==> src/rtl/pc_seq.sv <==
// Program-counter sequencer and fetch controller for the 16-bit core.
// It steps the PC, applies taken jumps with a fixed flush window, holds on stalls and halts on OP_END.
module pc_seq #(
    parameter int                PC_W      = 12,
    parameter logic [PC_W-1:0]   START_ADR = '0,
    parameter int                FLUSH_CYC = 2
) (
    input  logic            clk_i,
    input  logic            rst,
    input  logic            start_i,
    input  logic            stall_i,
    input  logic            jmp_i,
    input  logic            jn_i,
    input  logic            jr_i,
    input  logic            cond_i,
    input  logic [PC_W-1:0] tgt_i,
    input  logic            end_i,
    output logic [PC_W-1:0] imem_adr_o,
    output logic            imem_rd_o,
    output logic            instr_vld_o,
    output logic            flush_o,
    output logic            halt_o,
    output logic            busy_o,
    output logic [7:0]      jmp_cnt_o
);

    // state   | meaning
    // S_IDLE  | waiting for start_i, no fetch
    // S_RUN   | fetching sequentially, accepting redirects
    // S_FLUSH | bubble window after a taken jump
    // S_HALT  | program ended, only rst leaves
    typedef enum logic [1:0] {S_IDLE, S_RUN, S_FLUSH, S_HALT} state_t;

    localparam logic [2:0] FLUSH_INIT = 3'(FLUSH_CYC);

    state_t          state_q, state_d;
    logic [PC_W-1:0] pc_q, pc_d;
    logic [2:0]      fcnt_q, fcnt_d;
    logic            vld_q, vld_d;
    logic [7:0]      jcnt_q, jcnt_d;
    logic            taken;

    assign taken = jmp_i | ((jn_i | jr_i) & cond_i);

    always_ff @(posedge clk_i) begin
        if (rst) begin
            state_q <= S_IDLE;
            pc_q    <= START_ADR;
            fcnt_q  <= '0;
            vld_q   <= 1'b0;
            jcnt_q  <= '0;
        end else begin
            state_q <= state_d;
            pc_q    <= pc_d;
            fcnt_q  <= fcnt_d;
            vld_q   <= vld_d;
            jcnt_q  <= jcnt_d;
        end
    end

    always_comb begin
        state_d   = state_q;
        pc_d      = pc_q;
        fcnt_d    = fcnt_q;
        vld_d     = vld_q;
        jcnt_d    = jcnt_q;
        imem_rd_o = 1'b0;
        case (state_q)
            S_IDLE: begin
                vld_d = 1'b0;
                if (start_i) state_d = S_RUN;
            end
            S_RUN: begin
                imem_rd_o = !stall_i;
                if (end_i) begin
                    state_d = S_HALT;
                    vld_d   = 1'b0;
                end else if (stall_i) begin
                    // hold everything; redirects must be re-presented after the stall
                end else if (taken) begin
                    state_d = S_FLUSH;
                    pc_d    = tgt_i;
                    fcnt_d  = FLUSH_INIT;
                    vld_d   = 1'b0;
                    if (jcnt_q != 8'hFF) jcnt_d = jcnt_q + 8'd1;
                end else begin
                    pc_d  = pc_q + 1'b1;
                    vld_d = 1'b1;
                end
            end
            S_FLUSH: begin
                // target is read in the last bubble so it lands as the window closes
                imem_rd_o = (fcnt_q == 3'd1);
                if (fcnt_q == 3'd1) begin
                    state_d = S_RUN;
                    pc_d    = pc_q + 1'b1;
                    vld_d   = 1'b1;
                    fcnt_d  = '0;
                end else begin
                    fcnt_d = fcnt_q - 3'd1;
                    vld_d  = 1'b0;
                end
            end
            S_HALT: begin
                vld_d = 1'b0;
            end
            default: state_d = S_IDLE;
        endcase
    end

    assign imem_adr_o  = pc_q;
    assign instr_vld_o = vld_q;
    assign flush_o     = (state_q == S_FLUSH);
    assign halt_o      = (state_q == S_HALT);
    assign busy_o      = (state_q == S_RUN) || (state_q == S_FLUSH);
    assign jmp_cnt_o   = jcnt_q;

endmodule

==> config.mk <==
export PLATFORM = sky130hd
export DESIGN_NAME = pc_seq
export DESIGN_NICKNAME = d
export VERILOG_FILES = /design/src/rtl/pc_seq.sv
export SDC_FILE = /design/constraint.sdc
export NUM_CORES = 1
export LEC_CHECK = 0
export BUFFER_PORTS_ARGS = -buffer_cell sky130_fd_sc_hd__buf_4
export CORE_MARGIN = 4
export CORE_UTILIZATION = 35
export CTS_BUF_LIST = sky130_fd_sc_hd__clkbuf_8
export CTS_CLUSTER_SIZE = 25
export DETAILED_ROUTE_END_ITERATION = 10
export GPL_TIMING_DRIVEN = 0
export HOLD_SLACK_MARGIN = 0.03
export SYNTH_ARGS = -nofsm -noshare
export SYNTH_HDL_FRONTEND = slang
export SYNTH_SLANG_ARGS = --single-unit
==> constraint.sdc <==
create_clock -name clk_i -period 2 [get_ports clk_i]
set_clock_uncertainty 0.2 [all_clocks]
set_input_delay 0.2 -clock clk_i [delete_from_list [all_inputs] [get_ports clk_i]]
set_output_delay 0.2 -clock clk_i [all_outputs]
set_load 0.005 [all_outputs]
* After elaboration in Yosys (flattened, before gate mapping) *
Index checks and enable logic that the tools add are counted.

cells by class
  add/subtract/negate cells = 3
  mux-type cells = 22
  equality and inequality tests = 12
  bitwise gates (word level) = 5
  reduce and logical (&&, ||, !) cells = 10

operators by type and width
  cell                                                   number
  two-way mux 12 bit                                     4
  one-hot mux 12 bit (2 select lines)                    1
  adder 12 x 1 -> 12 bit, second input constant          1
  two-way mux 3 bit                                      4
  two-way mux 2 bit                                      5
  AND reduction 5 bit                                    2
  adder 8 x 1 -> 8 bit, second input constant            1
  inequality test 2 bit, second input constant           4
  inequality test 8 bit, second input constant           1
  AND reduction 4 bit                                    2
  inequality test 3 bit, second input constant           2
  one-hot mux 2 bit (3 select lines)                     1
  one-hot mux 3 bit (2 select lines)                     1
  == test 2 bit, second input constant                   2
  two-way mux 1 bit                                      4
  == test 3 x 1 -> 1 bit, second input constant          1
  one-hot mux 1 bit (3 select lines)                     1
  nonzero test 3 bit                                     1
  subtractor 3 x 1 -> 3 bit, second input constant       1
  == test 2 x 1 -> 1 bit, second input constant          1
  logical NOT 2 bit                                      1
  inequality test 2 x 1 -> 1 bit, second input constant  1
  inverter 1 bit                                         2
  bitwise OR 1 bit                                       2
  other kinds (6)                                        6

word-level totals
  register bits = 26
  logic and storage cells = 57
  input port bits = 21

* Longest topological paths before layout *
  depth after elaboration = 7
  gate-level depth with buffers = 8
  mapped depth without buffers = 6

* Worst setup path after synthesis *
OpenSTA, ideal clock, no wires.

  path kind = register to register
  start = register state_q[1]
  end = register jcnt_q[4] (netlist: jmp_cnt_o[4])
  required time = 1.730 ns
  stages on the path, launching flop included = 8
  clock period less this slack = 2.157 ns
  arrival time = 1.886 ns
  buffers on the path = 1
  path slack = -0.157 ns
  cell sequence = dfxtp_1 -> inv_1 -> ha_1 -> or3b_4 -> a21o_1 -> buf_6 -> or4_1 -> a21oi_1

on the way
  longest elaborated chain between the ends = 2

ends and longest elaborated chain
  item                                  line  source
  start, declared                       36    state_t state_q, state_d;
  start signal, assigned                53    state_q <= state_d;
  == test 2 x 1 -> 1 bit                68    case (state_q)
  AND reduction 5 bit (no source line)  -
  end signal, assigned                  57    jcnt_q <= jcnt_d;
  end, declared                         40    logic [7:0] jcnt_q, jcnt_d;

Every way passes these cells.
A chain may end at the register's enable or synchronous reset.

* Worst setup path in the final report *
Same ends and word-level chain as after synthesis.

==> run_results.csv <==
group,metric,value,unit
run_status,status,"complete, but fails checks",
run_status,violations,"negative setup slack",
die,die_area,0.00601,sq mm
pwr,ir_drop,0.576,mV
die,core,0.00469,sq mm
cells_and_area,regArea,528,sq um
synthesis,yosysTopAreaCell,"dfxtp_1",
global_routing,grt_max_degree,15,
setup_path,critical_path_class,"reg -> reg",
sta,worstMarginPinSlew,621,ps
synthesis,synth_cell_types,43,
sta,grt_setup_unrepaired,"yes",
cells_and_area,stdcell_count,335,
synthesis,synth-edff-count,0,
synthesis,syn_nets,246,
global_routing,antenna_found_initial,0,
setup_path,reg2regPathDepth,8,
setup_path,reg2reg_setup_slack,-110,ps
placement,dpl_worst_slack,-272,ps
route,wl,5160,microns
clock_network,clock-root-buffer,"clkbuf_8",
placement,hpwl,3480,microns
clock_network,htreeDepth,1,
global_routing,grt_pass1_vias,1749,
pwr,power_density,888,mW/mm^2
route,drt_pass1_iterations,4,
sta,layout_setup_ws,-105,ps
clock_network,clkTransAtPathRegs,90,ps
setup_path,critPathMaxFanout,10,
clock_network,cts_tree,"done",
cells_and_area,postLayoutCoreUtil,52.9,%
synthesis,synthFlopType,"dfxtp_1",
placement,portBuffers,44,
synthesis,yosys_warnings,0,
setup_path,crit_arrival,2050,ps
synthesis,synthTopCellsByArea,"dfxtp_1 (31%), a21oi_1 (8.0%), ha_1 (7.4%), o21ai_0 (5.6%), nand3_1 (3.3%)",
synthesis,seq_area_frac_synth,30.7,%
sta,timing.final.crit_period,2110,ps
setup_path,worstPathRequired,1950,ps
setup_path,crit_path_end_kind,"register",
global_routing,grtUsageMet3,4.18,%
flow_run,cap_viol_max_count,0,
die,ios,46,
sta,max_freq,475,MHz
placement,dp_cells,313,
route,ant_nets,0,
sta,fin_crit_sh,105,%
die,rows,25,
sta,hold_violations,0,
setup_path,start_kind,"register",
cells_and_area,diodes,0,
route,drc,0,
sta,slew_headroom,58.6,%
sta,slew_viol_final,0,
route,routedWlPerCell,15.4,microns
die,die_h,77.5,microns
route,first_iter_violations,109,
placement,placed_area,0.00211,sq mm
synthesis,synthesis.area,0.00169,sq mm
pwr,swShare,38.1,%
pwr,p_sw,0.841,mW
global_routing,met2_usage,28.9,%
cells_and_area,drive_above_1_share,31.0,%
pwr,p_comb_share,50.8,%
route,vias_per_cell,5.56,
clock_network,cts_buffers,3,
die,fp.dieW,77.5,microns
clock_network,cts.sinks,26,
global_routing,grt_overflow,0,
hold_path,hold_depth,3,
hold_path,min_path_type,"in -> reg",
pwr,power_frac_seq,32.8,%
route,via_count,1864,
die,start_util,36.1,%
global_routing,use_met1,20.9,%
global_routing,grt_pass1_wl,8310,microns
cells_and_area,multi_input_area,0.00120,sq mm
synthesis,synth_top_area_share,30.7,%
cells_and_area,final_area,0.00248,sq mm
cells_and_area,synthToLayoutAreaGrowth,46.6,%
cells_and_area,layout.nets,313,
synthesis,synthArstFlopShare,0,%
synthesis,syn_area_per_cell,7.87,sq um
placement,gp_congestion,0.861,
global_routing,top_usage_layer,"met2",
sta,setup_viol,9,
clock_network,clock_path_buffers,2,
synthesis,ys_seq_elements,26,
clock_network,clk_latency,280,ps
pwr,power_leakage,0.946,nW
synthesis,synthCells,215,
global_routing,grt.total_usage,16.8,%
cells_and_area,n_fill_cell,462,
pwr,p_clk_share,16.4,%
pwr,p_int,1.36,mW
sequential cells by signal, indices dropped and copies added, names as in the netlist:
signal	flops
jmp_cnt_o	8
state_q	2
instr_vld_o	1
imem_adr_o	12
fcnt_q	3
cell usage after synthesis (all sizes together) (3+ instances only):
library cell / number
dfxtp: 26
inv: 13
o2bb2ai: 4
and3: 8
nand3b: 3
or4: 4
nor2b: 4
a21oi: 27
a211oi: 4
o31ai: 4
o32ai: 3
ha: 10
or3: 5
nand3: 11
clkbuf: 11
nand2: 8
nor2: 7
nand2b: 6
a22oi: 5
nand4: 3
o21ai: 19
nor3: 5
routing by layer:
metal	wire, microns	up-vias
li1	-	948
met1	2310	848
met3	302	9
met2	2470	59
met4	81	0
met5	0	-
repair_timing:
item                                    4_1_cts  5_1_grt
cloned                                        1        1
gates resized for setup                      26       21
endpoints found under the setup margin       24       24
hold buffers                                  8        0
buffers inserted                              8        0
pin swaps                                     2        4
hold endpoints to repair                      8        0
cells in the final DEF (no fill, tap or decap), types with 4 or more instances in the layout:
master         instances
a211oi_1               4
a21oi_1               24
a22oi_1                4
and3_1                 8
buf_4                 52
clkbuf_1               5
clkbuf_8               6
dfxtp_1               24
dlygate4sd3_1          8
ha_1                   8
inv_1                 12
nand2_1                7
nand2b_1               4
nand3_1               11
nor2_1                 7
nor2b_1                4
nor3_1                 5
o21ai_0               13
o21ai_1                6
o2bb2ai_1              4
or3_1                  5
power groups by stage:
stage	clock network [mW]	logic, mW	registers (mW)
floorplan	0	0.551	0.708
global placement	0	0.840	0.729
detailed placement	0	0.844	0.728
CTS	0.378	1.03	0.719
global route	0.399	1.25	0.738
finish	0.361	1.12	0.723
stage by stage:
stage	setup TNS, ps	hold slack, ps	power (mW)
2_1_floorplan	-127	159	1.26
3_3_place_gp	-4240	286	1.57
3_5_place_dp	-4270	287	1.57
4_1_cts	-550	49.4	2.12
5_1_grt	-2120	91.3	2.39
6_report	-584	64.1	2.21
final timing paths:
kind | to | start
max | jmp_cnt_o[4] | state_q[1]
min | state_q[0] | end_i
max reg2reg | jmp_cnt_o[4] | state_q[1]
min reg2reg | instr_vld_o | instr_vld_o
layout make-up:
type / instances / area share (%)
multi-input cells: 164 / 48.2
flip-flops and latches: 26 / 21.3
repair buffers: 62 / 19.6
plain buffers: 12 / 3.93
well taps: 54 / 2.72
clock buffers: 4 / 2.22
inverters: 13 / 2.07
worst max-delay path: stages (launching register included):
cell      delay (ps)
dfxtp_4          370
inv_4             60
ha_4             120
or3b_4           380
a21o_1           190
buf_6            130
clkbuf_8         180
o31ai_2          270
a21oi_2           80
cell families (layout without fill, tap and decap cells):
group,after synthesis,after routing,share of synthesized area (%)
AOI/OAI and AO/OA,83,83,31.6
and+or+nand+nor,70,70,23.7
DFF,26,26,30.7
buffers and inverters,25,91,5.99
adders and majority gates,10,10,7.39
muxes,1,1,0.591
(Power assumes the default switching activity.)
